$ cat config.mk
export PLATFORM = sky130hd
export DESIGN_NAME = spi_master_param
export DESIGN_NICKNAME = d
export VERILOG_FILES = /design/src/rtl/spi_pkg.sv /design/src/rtl/spi_clk_gen.sv /design/src/rtl/spi_master_param.sv
export SDC_FILE = /design/constraint.sdc
export NUM_CORES = 1
export LEC_CHECK = 0
export ABC_AREA = 1
export CORE_MARGIN = 2
export CORE_UTILIZATION = 50
export CTS_BUF_LIST = sky130_fd_sc_hd__clkbuf_4 sky130_fd_sc_hd__clkbuf_8
export CTS_CLUSTER_SIZE = 30
export DETAILED_ROUTE_END_ITERATION = 8
export PLACE_DENSITY = 0.75
export SLEW_MARGIN = 20
export SYNTH_ARGS = -nofsm -noshare
export SYNTH_HDL_FRONTEND = slang
export SYNTH_SLANG_ARGS = --single-unit
$ cat constraint.sdc
create_clock -name i_clock -period 3.3 [get_ports i_clock]
set_input_delay 0.66 -clock i_clock [delete_from_list [all_inputs] [get_ports i_clock]]
set_output_delay 0.66 -clock i_clock [all_outputs]
set_load 0.005 [all_outputs]
$ cat src/rtl/spi_pkg.sv
// Shared definitions for the SPI master: FSM state encoding, SPI mode
// constants and a latency helper for anyone scheduling around a transfer.
package spi_pkg;

  typedef enum logic [2:0] {
    IDLE     = 3'd0,
    SETUP    = 3'd1,
    TRANSFER = 3'd2,
    HOLD     = 3'd3,
    DONE     = 3'd4
  } spi_state_t;

  // Modes encoded as {cpol, cpha}
  localparam logic [1:0] SPI_MODE0 = 2'b00;
  localparam logic [1:0] SPI_MODE1 = 2'b01;
  localparam logic [1:0] SPI_MODE2 = 2'b10;
  localparam logic [1:0] SPI_MODE3 = 2'b11;

  // Cycles from the accepted start edge to the complete pulse
  function automatic int unsigned spi_latency(input int unsigned data_width,
                                              input int unsigned clk_div,
                                              input int unsigned cs_setup,
                                              input int unsigned cs_hold);
    return 1 + (cs_setup + 2 * data_width + cs_hold) * clk_div;
  endfunction

endpackage

$ cat src/rtl/spi_clk_gen.sv
// Divider tick generator: one-cycle tick every CLK_DIV cycles of i_clock,
// restarting a full period whenever clear is asserted.
module spi_clk_gen
  import spi_pkg::*;
#(
  parameter int CLK_DIV = 50
) (
  input  logic i_clock,
  input  logic i_reset,
  input  logic clear,
  output logic tick
);

  localparam int CW = $clog2(CLK_DIV);
  localparam logic [CW-1:0] RELOAD = CW'(CLK_DIV - 1);

  logic [CW-1:0] cnt;

  always_ff @(posedge i_clock) begin
    if (i_reset || clear) begin
      cnt <= RELOAD;
    end else if (cnt == '0) begin
      cnt <= RELOAD;
    end else begin
      cnt <= cnt - 1'b1;
    end
  end

  assign tick = (cnt == '0) && !clear;

endmodule

$ cat src/rtl/spi_master_param.sv
// Parametrised single-clock SPI master: all four modes, programmable SCLK
// divider, CS setup/hold in SCLK half-periods, and NUM_CS chip selects.
module spi_master_param
  import spi_pkg::*;
#(
  parameter int DATA_WIDTH = 16,
  parameter int CLK_DIV    = 50,
  parameter int CS_SETUP   = 2,
  parameter int CS_HOLD    = 2,
  parameter int NUM_CS     = 1,
  localparam int CS_SEL_W  = (NUM_CS > 1) ? $clog2(NUM_CS) : 1
) (
  input  logic                  i_clock,
  input  logic                  i_reset,
  input  logic                  enable,
  input  logic                  cpol,
  input  logic                  cpha,
  input  logic [CS_SEL_W-1:0]   cs_sel,
  input  logic                  start_transfer,
  input  logic [DATA_WIDTH-1:0] tx_data,
  output logic                  busy,
  output logic                  o_transaction_complete,
  output logic [DATA_WIDTH-1:0] rx_data,
  output logic                  MOSI,
  input  logic                  MISO,
  output logic [NUM_CS-1:0]     CS,
  output logic                  SCLK
);

  localparam int MAX_SH  = (CS_SETUP > CS_HOLD) ? CS_SETUP : CS_HOLD;
  localparam int MAX_TK  = (2 * DATA_WIDTH > MAX_SH) ? 2 * DATA_WIDTH : MAX_SH;
  localparam int CNT_W   = $clog2(MAX_TK + 1);
  localparam logic [CNT_W-1:0] SETUP_LAST = CNT_W'(CS_SETUP - 1);
  localparam logic [CNT_W-1:0] XFER_LAST  = CNT_W'(2 * DATA_WIDTH - 1);
  localparam logic [CNT_W-1:0] HOLD_LAST  = CNT_W'(CS_HOLD - 1);

  spi_state_t            state_q, state_nxt;
  logic [CNT_W-1:0]      cnt_q, cnt_nxt;
  logic                  start_p1;
  logic                  start_edge;
  logic                  cpha_q, cpha_nxt;
  logic [DATA_WIDTH-1:0] tx_sr_q, tx_sr_nxt;
  logic [DATA_WIDTH-1:0] rx_sr_q, rx_sr_nxt;
  logic [DATA_WIDTH-1:0] rx_data_nxt;
  logic [NUM_CS-1:0]     cs_nxt;
  logic                  sclk_nxt, mosi_nxt, busy_nxt, done_nxt;
  logic                  div_clear, div_tick;
  logic                  leading, final_edge, sample_en, shift_en;

  // Active-low one-hot select; an out-of-range index asserts nothing
  function automatic logic [NUM_CS-1:0] cs_decode(input logic [CS_SEL_W-1:0] sel);
    logic [NUM_CS-1:0] cs;
    cs = '1;
    for (int i = 0; i < NUM_CS; i++) begin
      if (sel == CS_SEL_W'(i)) cs[i] = 1'b0;
    end
    return cs;
  endfunction

  spi_clk_gen #(
    .CLK_DIV (CLK_DIV)
  ) u_clk_gen (
    .i_clock (i_clock),
    .i_reset (i_reset),
    .clear   (div_clear),
    .tick    (div_tick)
  );

  assign start_edge = start_transfer & ~start_p1;
  assign div_clear  = (state_q == IDLE) || (state_q == DONE);

  // Tick k of TRANSFER (k = cnt_q + 1) is a leading edge when k is odd
  assign leading    = ~cnt_q[0];
  assign final_edge = (cnt_q == XFER_LAST);
  assign sample_en  = leading ^ cpha_q;
  assign shift_en   = cpha_q ? leading : (~leading & ~final_edge);

  always_comb begin
    state_nxt   = state_q;
    cnt_nxt     = cnt_q;
    cpha_nxt    = cpha_q;
    tx_sr_nxt   = tx_sr_q;
    rx_sr_nxt   = rx_sr_q;
    rx_data_nxt = rx_data;
    cs_nxt      = CS;
    sclk_nxt    = SCLK;
    mosi_nxt    = MOSI;
    busy_nxt    = busy;
    done_nxt    = 1'b0;

    case (state_q)
      IDLE: begin
        sclk_nxt = cpol;
        mosi_nxt = 1'b0;
        if (start_edge && enable) begin
          state_nxt = SETUP;
          cnt_nxt   = '0;
          cpha_nxt  = cpha;
          cs_nxt    = cs_decode(cs_sel);
          busy_nxt  = 1'b1;
          // cpha=0 must present the MSB before the first (sampling) edge
          if (cpha) begin
            tx_sr_nxt = tx_data;
          end else begin
            tx_sr_nxt = {tx_data[DATA_WIDTH-2:0], 1'b0};
            mosi_nxt  = tx_data[DATA_WIDTH-1];
          end
        end
      end

      SETUP: begin
        if (div_tick) begin
          if (cnt_q == SETUP_LAST) begin
            state_nxt = TRANSFER;
            cnt_nxt   = '0;
          end else begin
            cnt_nxt = cnt_q + 1'b1;
          end
        end
      end

      TRANSFER: begin
        if (div_tick) begin
          sclk_nxt = ~SCLK;
          if (sample_en) begin
            rx_sr_nxt = {rx_sr_q[DATA_WIDTH-2:0], MISO};
          end
          if (shift_en) begin
            mosi_nxt  = tx_sr_q[DATA_WIDTH-1];
            tx_sr_nxt = {tx_sr_q[DATA_WIDTH-2:0], 1'b0};
          end
          if (final_edge) begin
            state_nxt = HOLD;
            cnt_nxt   = '0;
            mosi_nxt  = 1'b0;
          end else begin
            cnt_nxt = cnt_q + 1'b1;
          end
        end
      end

      HOLD: begin
        if (div_tick) begin
          if (cnt_q == HOLD_LAST) begin
            state_nxt   = DONE;
            cnt_nxt     = '0;
            cs_nxt      = '1;
            busy_nxt    = 1'b0;
            done_nxt    = 1'b1;
            rx_data_nxt = rx_sr_q;
          end else begin
            cnt_nxt = cnt_q + 1'b1;
          end
        end
      end

      DONE: begin
        state_nxt = IDLE;
      end

      default: begin
        state_nxt = IDLE;
      end
    endcase
  end

  // Registered control and outputs
  always_ff @(posedge i_clock) begin
    if (i_reset) begin
      state_q                <= IDLE;
      cnt_q                  <= '0;
      start_p1               <= 1'b0;
      cpha_q                 <= 1'b0;
      busy                   <= 1'b0;
      o_transaction_complete <= 1'b0;
      rx_data                <= '0;
      MOSI                   <= 1'b0;
      CS                     <= '1;
      SCLK                   <= 1'b0;
    end else begin
      state_q                <= state_nxt;
      cnt_q                  <= cnt_nxt;
      start_p1               <= start_transfer;
      cpha_q                 <= cpha_nxt;
      busy                   <= busy_nxt;
      o_transaction_complete <= done_nxt;
      rx_data                <= rx_data_nxt;
      MOSI                   <= mosi_nxt;
      CS                     <= cs_nxt;
      SCLK                   <= sclk_nxt;
    end
  end

  // Shift registers carry data only
  always_ff @(posedge i_clock) begin
    tx_sr_q <= tx_sr_nxt;
    rx_sr_q <= rx_sr_nxt;
  end

endmodule

### Yosys cells after proc, flatten, opt, wreduce, memory -nomap -nowiden

Cells that the tools add are included.

* add/subtract/negate cells: 2
* equal/unequal tests: 16
* mux-type cells: 38
* bitwise logic cells: 9
* reductions and logical operators: 22

Operators with widths (count)
* 16-bit 2-to-1 mux: 4
* 16-bit case mux with 2 select lines: 1
* 6-bit 2-to-1 mux: 5
* 3-bit 2-to-1 mux: 7
* 6-bit case mux with 3 select lines: 1
* 1-bit 2-to-1 mux: 15
* 2-bit inequality test, second input constant: 7
* 3-bit case mux with 4 select lines: 1
* 4-bit AND reduction: 3
* 3-bit AND reduction: 3
* 1-bit case mux with 2 select lines: 4
* 7-bit AND reduction: 1
* 6-bit by 1-bit adder with 6-bit output, second input constant: 1
* 3-bit by 2-bit == test with 1-bit output, second input constant: 2
* 6-bit by 1-bit == test with 1-bit output, second input constant: 1
* 6-bit by 5-bit == test with 1-bit output, second input constant: 1
* 6-bit zero test: 1
* 1-bit NOT: 6
* 6-bit by 1-bit subtractor with 6-bit output, second input constant: 1
* 2-bit by 1-bit inequality test with 1-bit output, second input constant: 2
* 2-bit AND reduction: 2
* 2-bit nonzero test: 2
* 2-bit OR reduction: 2
* 3-bit by 1-bit == test with 1-bit output, second input constant: 1
* 10 further kinds: 13

* register bits after elaboration: 70
* bits of input ports: 24
* output and inout bits: 21
* logic and storage cells: 100

### Longest topological paths before layout

* word-level depth: 8
* depth in mapped cells: 10
* mapped depth without buffers: 10

### Modules after synthesis

Synthesis repeated with hierarchy kept, for this count alone.

* cells, all modules: 351
* area total of the unflattened synthesis: 3140.5 um^2

Modules (own cells, without submodules)
* spi_master_param: times used 1, cells an instance 312, area each 2834.0 um^2, sequential area each 1601.5 um^2
* spi_clk_gen: times used 1, cells an instance 39, area each 306.5 um^2, sequential area each 120.1 um^2

### Worst setup path before layout

No wires, ideal clock.

* path kind: register to register
* start point: register state_q[1]
* end point: register rx_sr_q[0], enable pin
* library setup time: 409 ps
* arrival: 2086 ps
* required time: 2891 ps
* path slack: 805 ps
* stages on the path, launching flop included: 7
* path buffers: 2
* period minus slack after synthesis: 2495 ps
* cells stage by stage: dfxtp_1 > inv_2 > nor2_2 > buf_6 > inv_2 > buf_4 > nor3_1

* word-level cells in the longest chain between the ends: 5
* elaborated cells between the ends (all ways): 7
* those cells by class: 2 x eq/ne; 5 x reduce/logical

Ends and longest elaborated chain
* from (decl): line spi_master_param.sv:37 `spi_state_t state_q, state_nxt;`
* from (signal assigned): line spi_master_param.sv:181 `state_q <= state_nxt;`
* 3-bit == test or 3-bit zero test (tied branches): line spi_master_param.sv:70 `assign div_clear = (state_q == IDLE) || (state_q == DONE);`
* 1-bit logical OR: line spi_master_param.sv:70
* 1-bit zero test: line spi_clk_gen.sv:29 `assign tick = (cnt == '0) && !clear;`
* 1-bit logical AND: line spi_clk_gen.sv:29
* 3-bit AND reduction (no source line) *
* to (signal assigned): line spi_master_param.sv:197 `rx_sr_q <= rx_sr_nxt;`
* to (decl): line spi_master_param.sv:43 `logic [DATA_WIDTH-1:0] rx_sr_q, rx_sr_nxt;`

Every way passes the cells marked *; elsewhere a longest branch is shown, timed or not.
A chain may end at the register's enable or synchronous reset.

### Worst setup path after layout

* start point: register cnt_q[0]
* end point: register rx_data[3]

* word-level cells in the longest chain between the ends: 2

Ends and longest elaborated chain
* from (decl): line spi_master_param.sv:38 `logic [CNT_W-1:0] cnt_q, cnt_nxt;`
* from (signal assigned): line spi_master_param.sv:182 `cnt_q <= cnt_nxt;`
* 6-bit by 1-bit == test with 1-bit output: line spi_master_param.sv:144 `if (cnt_q == HOLD_LAST) begin`
* 3-bit AND reduction (no source line)
* to (signal assigned): line spi_master_param.sv:187 `rx_data <= rx_data_nxt;`
* to (decl): line spi_master_param.sv:23 `output logic [DATA_WIDTH-1:0] rx_data,`

Every way passes these cells.

==> metrics.md <==
| Metric | Value |
|---|---|
| Status | finished, final reports clean |
| Initial antenna violation count | 0 |
| Final setup fails | 0 |
| Worst Setup SP | cnt_q[0]$_SDFFE_PP0P_ |
| Top_reg_cell synth | dfxtp_1 |
| GPL Wtd Cong | 0.8516 |
| Final Core Density | between 60% and 70% |
| Clk sinks | 70 |
| Synth Cell Area | 0.002999 mm² |
| Drt drc | 0 |
| CP Capture Type | register |
| Placed Instance Area | 0.003485 mm² |
| Routed Antenna Nets | 0 |
| Met3 Resource Use GR | 5.495% |
| Root Buffer | clkbuf_8 |
| Pwr Density | 715.7 mW/mm² |
| Rows | 28 |
| Max-slew headroom | between 50% and 60% |
| WP data required | 3.54 ns |
| Synth Warn # | 0 |
| Post-layout net count | 396 |
| RR Startpoint | cnt_q[0]$_SDFFE_PP0P_ |
| Setup crit start kind | register |
| Min-Delay Path Class | register to register |
| TritonCTS clock tree | yes |
| Fin crit period | slightly above 2 ns |
| Slack of the critical path | 1.277 ns |
| Total core area | 0.005851 mm² |
| Library cells used by synthesis | 32 |
| Worst slew pin tran | 0.7373 ns |
| Worst Hold Margin | between 0.4 and 0.5 ns |
| PostCTS Resize Cnt | 0 |
| Crit path DAT | 2.26 ns |
| Register bit total from synthesis | 70 |
| Met2 capacity usage during global routing | approximately a third |
| Total Power | approximately 2.6 mW |
| Total wire length | 6033 µm |
| GRT overflow | 0 |
| Post-place setup slack | just under 0.9 ns |
| Total die area | 0.006634 mm² |
| Vias in the first global route | 2235 |
| Met1 Use GR | 25.65% |
| GR peak layer | met2 |
| WL/cell | around 13 µm |
| Largest net degree at the start of global routing | 25 |
| Routed vias | about 2300 |
| Chip Height | 81.45 µm |
| IO Pins | 45 |
| CTS clk-pin slew, worst paths | roughly 0.080 ns |
| Dpl hpwl | 4022 µm |
| Post-CTS Setup Inserts | 0 |
| Final Cycle Share | 61.30% |
| Area Growth Syn to Fin | 23.24% |
| Fin area | 0.003696 mm² |
| Finished Layout Cells | 448 |
| Max cap viols | 0 |
| Max-slew violation total from the final report | 0 |
| Unrepaired setup endpoints after global routing | no |
| Synthesized instance count | 319 |
| DRT iter0 DRCs | 154 |
| First-pass GRT wire length | between 10000 and 15000 µm |
| TritonCTS Buffers | 9 |
| Syn_area_per_cell | 9.402 µm² |
| Setup Crit Path Kind | register to register |
| Worst-path maximum fanout | 18 |
| Die span in x | 81.45 µm |
| EDFF count, synth | 32 |
| Drt via density | 5.076 |
| Seq/Total Area, Yosys | 57.41% |
| Final setup TNS | 0 ns |
| Placed insts | about 430 |
| Worst-Skew Late Latency | 0.34 ns |
| Initial Utilization | 51.26% |
| First-pass iteration count of the detailed router | 4 |
| Leak | approximately 1.5 nW |
| Hold Path Origin | u_clk_gen.cnt[0]$_SDFF_PP1_ |
| Fmax | 494.3 MHz |
| Hold_buf cts | 0 |
| Clock skew | 0.009602 ns |
| IO buf count | 44 |
| Max IR drop VDD | 0.4000 mV |
| Asr flop ratio synth | 0% |
| Clock buffer depth | 2 |
| Fraction of layout cells with a size suffix above 1 | 12.06% |
| Htree depth | 3 |
| Total track usage | 20.39% |
| Final Hold Viols | 0 |
| Mapped Nets | 347 |
| Diode count | 0 |
layout make-up:
type / count / area [µm²]
multi-input combinational: 201 / 1057
clock inverter: 1 / 30.03
tap: 75 / 93.84
sequential: 70 / 1722
timing repair buffer: 47 / 462.9
clock buffer: 15 / 181.4
inverter: 39 / 148.9
fill: 467 / 2155
logic make-up after synthesis:
kind of cell	after synthesis	share of synthesized area [%]
buffers and inverters	48	7.510
adders and majority gates	4	1.669
AOI/OAI and AO/OA	62	12.31
DFF	70	57.41
xor gates and xnor gates	4	1.168
and+or+nand+nor	131	19.94
worst paths after layout:
path              slack (ns)  cells after the start                          end
setup / recovery        1.28                      6      rx_data[3]$_SDFFE_PP0P_
hold / removal          0.41                      1  u_clk_gen.cnt[0]$_SDFF_PP1_
setup reg to reg        1.28                      6      rx_data[3]$_SDFFE_PP0P_
hold reg to reg         0.41                      1  u_clk_gen.cnt[0]$_SDFF_PP1_
synth_stat cells, types with 2 or more instances:
cell type | count | area (µm²)
dfxtp_1 | 38 | 760.7
a221oi_2 | 2 | 30.03
o22ai_1 | 3 | 18.77
clkbuf_1 | 2 | 7.510
a221oi_1 | 6 | 52.55
o21ai_1 | 11 | 55.05
o21ai_0 | 21 | 105.1
inv_2 | 3 | 11.26
nand2_1 | 30 | 112.6
a211oi_1 | 4 | 30.03
nor3_1 | 7 | 35.03
nor2_1 | 63 | 236.5
nand3_1 | 9 | 45.04
nor2_2 | 13 | 81.33
nand4_1 | 2 | 12.51
buf_6 | 5 | 56.30
inv_1 | 35 | 131.4
edfxtp_1 | 32 | 960.9
a21oi_1 | 14 | 70.07
ha_1 | 4 | 50.05
nor2_4 | 2 | 22.52
xor2_1 | 3 | 26.28
flip-flops by register name (all words and copies together) (netlist names):
| register | flops |
|---|---|
| CS | 1 |
| MOSI | 1 |
| SCLK | 1 |
| busy | 1 |
| cnt_q | 6 |
| cpha_q | 1 |
| o_transaction_complete | 1 |
| rx_data | 16 |
| rx_sr_q | 16 |
| start_p1 | 1 |
| state_q | 3 |
| tx_sr_q | 16 |
| u_clk_gen.cnt | 6 |
worst max-delay path: stages, from the launching register on:
cell	delay, ns
dfxtp_1	0.48
ha_1	0.20
nand4_1	0.17
nor3_4	0.61
inv_4	0.23
nor2_1	0.16
nor2_1	0.06
layer usage:
| metal | routed length (µm) | up-vias | part of all wire [%] |
|---|---|---|---|
| li1 | - | 1163 | - |
| met1 | 2715 | 1061 | 45 |
| met2 | 2956 | 41 | 49 |
| met3 | 252 | 9 | 4.2 |
| met4 | 108 | 0 | 1.8 |
| met5 | 0 | - | 0 |
cells in the final DEF (no fill, tap or decap):
cell type and instances:
ha_1 4, nor2_1 63, nor3_2 1, o211ai_1 1
bufinv_16 1, o22ai_1 3, xor2_1 3, or2_2 1
a221oi_2 2, clkdlybuf4s50_1 44, inv_1 35, nor2_4 2
nor3_4 1, dfxtp_1 38, nand2_2 1, nor2_2 13
edfxtp_1 32, inv_4 1, clkbuf_4 4, or2_0 1
nand3_4 1, nand4_1 2, a211oi_1 4, nor3_1 6
xnor2_1 1, buf_4 3, inv_2 3, a221oi_1 6
nand3_1 9, nand2_1 30, clkbuf_8 11, a21oi_1 14
o21ai_0 21, o21ai_1 11
where the power goes:
group | leakage, nW | switching [mW] | internal, mW
sequential | 0.601 | 0.0817 | 1.10
clock | 0.112 | 0.304 | 0.425
combinational | 0.750 | 0.473 | 0.261
Power figures use the tool's default switching activity.
